$ cat src/rtl/fetch_pkg.sv
// Shared fetch-stage types: FSM state encoding, the NOP used for bubbles and faults, PC increment helper.
package fetch_pkg;

  typedef enum logic [1:0] {
    IDLE = 2'd0,
    REQ  = 2'd1,
    DROP = 2'd2,
    HOLD = 2'd3
  } fetch_state_t;

  // addi x0,x0,0; decode uses the same value when it squashes an instruction
  localparam logic [31:0] NOP_INSTR = 32'h0000_0013;

  function automatic logic [31:0] pc_plus4(input logic [31:0] pc);
    return pc + 32'd4;
  endfunction

endpackage

$ cat src/rtl/instruction_fetch.sv
// Fetch stage: memory req/ack into a registered Instr; zero-wait memory gives valid one cycle after the request.
// Holds Instr until decode asserts InstrReady; FETCH_ALIGN_CHECK_EN turns misaligned PCs into a FetchFault bubble.
module instruction_fetch
  import fetch_pkg::*;
#(
  parameter logic [31:0] NOP_INSTR = fetch_pkg::NOP_INSTR
) (
  input  logic        CLK,
  input  logic        Reset,
  input  logic [31:0] PC,
  input  logic        Flush,
  output logic        PCEn,
  output logic        IMemReq,
  output logic [31:0] IMemAddr,
  input  logic        IMemAck,
  input  logic [31:0] IMemRData,
  output logic [31:0] Instr,
  output logic [31:0] InstrPC,
  output logic [31:0] InstrPCPlus4,
  output logic        InstrValid,
  input  logic        InstrReady,
  output logic        FetchFault
);

  fetch_state_t r_state;
  fetch_state_t w_next;

  logic [31:2] r_fetch_pc;
  logic [31:0] r_instr;
  logic [31:0] r_instr_pc;
  logic        w_capture;
  logic        w_fault_set;
  logic        w_misaligned;

  always_ff @(posedge CLK) begin
    if (Reset) begin
      r_state <= IDLE;
    end else begin
      r_state <= w_next;
    end
  end

  // While in REQ the PC input already holds the address being fetched (it only
  // moves on PCEn), so REQ drives it directly; DROP replays the latched copy.
  always_comb begin
    w_next      = r_state;
    w_capture   = 1'b0;
    w_fault_set = 1'b0;
    IMemReq     = 1'b0;
    IMemAddr    = {r_fetch_pc, 2'b00};
    InstrValid  = 1'b0;
    PCEn        = Flush;
    case (r_state)
      IDLE: begin
        w_next = REQ;
      end
      REQ: begin
        if (w_misaligned) begin
          if (!Flush) begin
            w_next      = HOLD;
            w_fault_set = 1'b1;
          end
        end else begin
          IMemReq  = 1'b1;
          IMemAddr = {PC[31:2], 2'b00};
          if (IMemAck && !Flush) begin
            w_capture = 1'b1;
            w_next    = HOLD;
          end else if (!IMemAck && Flush) begin
            w_next = DROP;
          end
        end
      end
      DROP: begin
        IMemReq = 1'b1;
        if (IMemAck) begin
          w_next = REQ;
        end
      end
      HOLD: begin
        InstrValid = 1'b1;
        PCEn       = InstrReady | Flush;
        if (InstrReady || Flush) begin
          w_next = REQ;
        end
      end
      default: begin
        w_next = IDLE;
      end
    endcase
  end

  always_ff @(posedge CLK) begin
    if (Reset) begin
      r_fetch_pc <= '0;
      r_instr    <= NOP_INSTR;
      r_instr_pc <= '0;
    end else begin
      if (r_state == IDLE || r_state == REQ) begin
        r_fetch_pc <= PC[31:2];
      end
      if (w_capture) begin
        r_instr    <= IMemRData;
        r_instr_pc <= PC;
      end else if (w_fault_set) begin
        r_instr    <= NOP_INSTR;
        r_instr_pc <= PC;
      end
    end
  end

`ifdef FETCH_ALIGN_CHECK_EN
  logic r_fault;

  assign w_misaligned = (PC[1:0] != 2'b00);

  always_ff @(posedge CLK) begin
    if (Reset) begin
      r_fault <= 1'b0;
    end else if (w_fault_set) begin
      r_fault <= 1'b1;
    end else if (r_state == HOLD && (InstrReady || Flush)) begin
      r_fault <= 1'b0;
    end
  end

  assign FetchFault = r_fault;
`else
  assign w_misaligned = 1'b0;
  assign FetchFault   = 1'b0;
`endif

  assign Instr        = r_instr;
  assign InstrPC      = r_instr_pc;
  assign InstrPCPlus4 = pc_plus4(r_instr_pc);

endmodule

$ cat config.mk
export PLATFORM = sky130hd
export DESIGN_NAME = instruction_fetch
export DESIGN_NICKNAME = d
export VERILOG_FILES = /design/src/rtl/fetch_pkg.sv /design/src/rtl/instruction_fetch.sv
export SDC_FILE = /design/constraint.sdc
export NUM_CORES = 1
export LEC_CHECK = 0
export CORE_MARGIN = 2
export CORE_UTILIZATION = 38
export DETAILED_ROUTE_END_ITERATION = 10
export PLACE_DENSITY = 0.9
export SETUP_SLACK_MARGIN = 0.4
export SYNTH_ARGS = -nofsm -noshare
export SYNTH_HDL_FRONTEND = slang
export SYNTH_SLANG_ARGS = --single-unit
$ cat constraint.sdc
create_clock -name CLK -period 1.7 [get_ports CLK]
set_input_delay 0.255 -clock CLK [delete_from_list [all_inputs] [get_ports CLK]]
set_output_delay 0.255 -clock CLK [all_outputs]
set_load 0.05 [all_outputs]
==> flow_summary.ini, run 1 <==
[cts]
clock-sinks = 96
root_buffer = clkbuf_16
hold_buffers = 0
h-tree-depth = 3
cts_made_buffers = 9
max-clock-path-buffers = 2

[logic_synthesis]
synth-edff-count = 0
ys_ff_latch = 96
syn_inst = 550
synthMostInstantiatedCell = nand2_1
synth_ff_type = dfxtp_1
avgSynthCellArea_sq_um = 7.92
synth.area.top_cells = dfxtp_1, nand2_1, a21oi_1, mux2_2, xnor2_1
yosysSeqAreaShare_pct = 44.1
yosys.area.top_type_share_pct = 44.1
synth.largest_area_cell = dfxtp_1
synth_common_cells = nand2_1, dfxtp_1, a21oi_1
synth-async-reset-ratio_pct = 0
synth.distinct_cells = 31
yosysWarnings = 0
synth_area_sq_um = 4350

[place]
dp_hpwl_um = 11700
dp_cells = 909
place.port_buffers = 197
gp_congestion = 0.856

[floorplan]
ioPinCount = 201
die-height_um = 111
dieWidth_um = 111
rows = 39
initial_core_util_pct = 38.5

[status]
error_line = [ERROR DPL-0038] Utilization greater than 100%, impossible to legalize
outcome = did not finish
lastStage = global routing (5_1_grt)

[timing]
crit_endpoint = InstrPCPlus4[31]
endpoint_type = primary output

[grt]
grt_start_max_net_pins = 34
==> kinds of logic after synthesis <==
| family | synth area share (%) |
|---|---|
| flops | 44.1 |
| compound gates | 10.9 |
| other cells | 0.0861 |
| buf+inv | 4.68 |
| mux | 7.99 |
| simple gates | 24.9 |
| fa+ha+maj | 1.72 |
| xor+xnor | 5.63 |
==> metrics by stage <==
step | setup TNS [ns] | hold WS, ns | worst slack [ns] | instance area (sq um) | utilization (%)
3_3_place_gp | -0.755 | 0.440 | -0.146 | 8140 | 71.9
3_5_place_dp | -2.26 | 0.447 | -0.177 | 8140 | 71.9
4_1_cts | -31.58 | 0.371 | -0.489 | 10900 | 96.2
2_1_floorplan | -5.98 | 0.383 | -0.401 | 5300 | -
==> timing repair <==
item	in CTS
cloned	24
buffers inserted	57
endpoints found under the setup margin	177
hold endpoints to repair	0
resized for setup	354
pin swaps	148
==> run 2, diff against run 1 <==
--- a/config.mk
+++ b/config.mk
@@ -6,10 +6,9 @@
 export NUM_CORES = 1
 export LEC_CHECK = 0
 export CORE_MARGIN = 2
-export CORE_UTILIZATION = 38
+export CORE_UTILIZATION = 40
 export DETAILED_ROUTE_END_ITERATION = 10
-export PLACE_DENSITY = 0.9
-export SETUP_SLACK_MARGIN = 0.4
+export PLACE_DENSITY_LB_ADDON = 0.15
 export SYNTH_ARGS = -nofsm -noshare
 export SYNTH_HDL_FRONTEND = slang
 export SYNTH_SLANG_ARGS = --single-unit
==> constraint.sdc (replaced) <==
create_clock -name CLK -period 2.21 [get_ports CLK]
set_input_delay 0.3315 -clock CLK [delete_from_list [all_inputs] [get_ports CLK]]
set_output_delay 0.3315 -clock CLK [all_outputs]
set_load 0.05 [all_outputs]
==> run 2 against run 1 <==
The flow now finishes, with violations (negative setup slack). Synthesized area unchanged. Synthesized cell count unchanged.
==> flow_summary.ini, run 2 <==
[power]
power_density_nw_per_um2 = 651
p_leak_nw = 3.11
pwr-share-seq_pct = 38.2
pwr-share-comb_pct = 41.0
total_power_mw = 5.04
pwr-share-clk_pct = 20.8
intPower_mw = 3.05
power.switching_mw = 1.99
vdd_ir_drop_max_mv = 0.387
p_sw_share_pct = 39.4

[cells_and_area]
final_common_cell = nand2_1
final_cell_count_no_fill = 913
layout_common_cells = nand2_1, clkdlybuf4s50_1, a21oi_1
fin_util_pct = 72.0
syn_to_final_growth_pct = 77.8
design_area_sq_um = 7740
num_antenna_cells = 0
nets = 843
drive_gt1_share_pct = 30.3

[detailed_routing]
drt-total-wl_um = 13800
drtIter0Drc = 177
num_vias = 4496
ant_nets = 0
wire_per_inst_um = 15.1
drc_errors = 0
vias_per_cell = 4.92
first_pass_iters = 4

[floorplan]
ioPinCount = 201
initial_core_util_pct = 40.5
die-height_um = 108
coreArea_sq_um = 10700
rows = 38
dieWidth_um = 108
die_area_sq_um = 11700

[grt]
overflow = 0
grt_pass1_vias = 4362
grt_use_total_pct = 24.1
antenna_found_initial = 0
grt_start_max_net_pins = 53
grt_pass1_wl_um = 22000

[setup_path]
crit_path_max_fanout = 6
crit_type = reg2out
start_kind = register
required_ns = 1.88
endpoint_kind = primary output
cp.arrival_ns = 1.98

[logic_synthesis]
synth-edff-count = 0
synth.largest_area_cell = dfxtp_1
yosys.area.top_type_share_pct = 44.1
synth.distinct_cells = 31
synth_ff_type = dfxtp_1
syn_inst = 550
yosysSeqAreaShare_pct = 44.1
synth-async-reset-ratio_pct = 0
synth_area_sq_um = 4350
avgSynthCellArea_sq_um = 7.92
synth.area.top_cells = dfxtp_1, nand2_1, a21oi_1, mux2_2, xnor2_1
yosysWarnings = 0
ys_ff_latch = 96
synthMostInstantiatedCell = nand2_1
synth_common_cells = nand2_1, dfxtp_1, a21oi_1

[timing]
setup-violations-final = 15
period_share_pct = 105
slew_headroom_pct = 55.3
worst_slack_ns = -0.101
rsz0062_at_grt = true
drv_slew = 0
fin_crit_ns = 2.31
fmax_mhz = 433
tightest_slew_ns = 0.670
skew_ns = 0.00513
hold_violations = 0

[place]
dp_cells = 865
dp_hpwl_um = 9730
place_area_sq_um = 7070
place.port_buffers = 197
pre_cts_ws_ns = 0.129
gp_congestion = 0.800

[cts]
clkLatencyLatePin_ns = 0.36
root_buffer = clkbuf_8
cts_tree = built
clock-sinks = 96
max-clock-path-buffers = 2
h-tree-depth = 3
cts_made_buffers = 9
path_clk_slew_ns = 0.09
hold_buffers = 0

[status]
failed_checks = negative setup slack
outcome = finished, violations left

[run]
drv_cap = 0

[min_path]
min_path_type = in2reg
run 2: cell counts after synthesis:
Identical to the previous run, type by type.
run 2: worst paths after layout:
check	startpoint	endpoint	slack, ns	cells after the start
worst min-delay path	Reset	r_state[1]$_SDFFE_PP0P_	0.41	2
worst max-delay path	InstrPC[2]$_SDFFE_PP0P_	InstrPCPlus4[27]	-0.10	6
worst min register to register	r_fetch_pc[2]$_SDFFE_PP0P_	r_fetch_pc[2]$_SDFFE_PP0P_	0.45	2
worst max register to register	r_state[1]$_SDFFE_PP0P_	r_fetch_pc[21]$_SDFFE_PP0P_	0.39	6
run 2: cell type report:
| type | count | area, sq um |
|---|---|---|
| Timing Repair Buffer | 246 | 2590 |
| Tap cell | 140 | 175 |
| Multi-Input combinational cell | 409 | 2760 |
| Clock inverter | 5 | 31.3 |
| Fill cell | 806 | 3000 |
| Sequential cell | 96 | 2010 |
| Inverter | 6 | 22.5 |
| Clock buffer | 11 | 141 |
run 2: timing repair:
action / in CTS / in global routing
endpoints found under the setup margin: 23 / 37
resized for setup: 32 / 29
pin swaps: 19 / 17
buffers inserted: 23 / 9
run 2: through the flow:
| stage | hold WS (ns) | setup TNS, ns |
|---|---|---|
| CTS | 0.395 | -1.30 |
| global placement | 0.435 | 0 |
| detailed placement | 0.441 | 0 |
| floorplan | 0.429 | -0.0424 |
| finish | 0.411 | -0.911 |
| global route | 0.415 | -2.69 |
run 2: critical path, stage by stage (launching register included):
cell     delay, ns
dfxtp_4       0.39
nand4_4       0.14
nor4_4        0.32
buf_6         0.17
nand4_1       0.19
xnor2_4       0.24
buf_12        0.16
run 2: routing by layer:
layer / vias to the layer above / track usage (%) / wire length (um)
met2: 159 / 39.8 / 6690
met3: 18 / 6.99 / 1130
met5: - / 0 / 0
met4: 0 / 9.89 / 302
li1: 2242 / - / -
met1: 2077 / 29.4 / 5670
run 2: logic make-up (layout without fill, tap and decap cells):
| logic type | count (synthesis) | in the layout | share of synthesized area, % |
|---|---|---|---|
| other cells | 1 | 3 | 0.0861 |
| flops | 96 | 96 | 44.1 |
| mux | 31 | 31 | 7.99 |
| xor+xnor | 28 | 28 | 5.63 |
| fa+ha+maj | 6 | 6 | 1.72 |
| simple gates | 248 | 248 | 24.9 |
| compound gates | 93 | 93 | 10.9 |
| buf+inv | 47 | 268 | 4.68 |
run 2: power by group through the flow:
stage / Sequential, mW / Clock, mW / Combinational, mW
2_1_floorplan: 2.16 / 0 / 1.13
3_3_place_gp: 1.98 / 0 / 1.98
3_5_place_dp: 1.99 / 0 / 2.00
4_1_cts: 1.93 / 1.08 / 2.05
5_1_grt: 1.94 / 1.16 / 2.18
6_report: 1.93 / 1.05 / 2.07
Power figures use the tool's default switching activity.
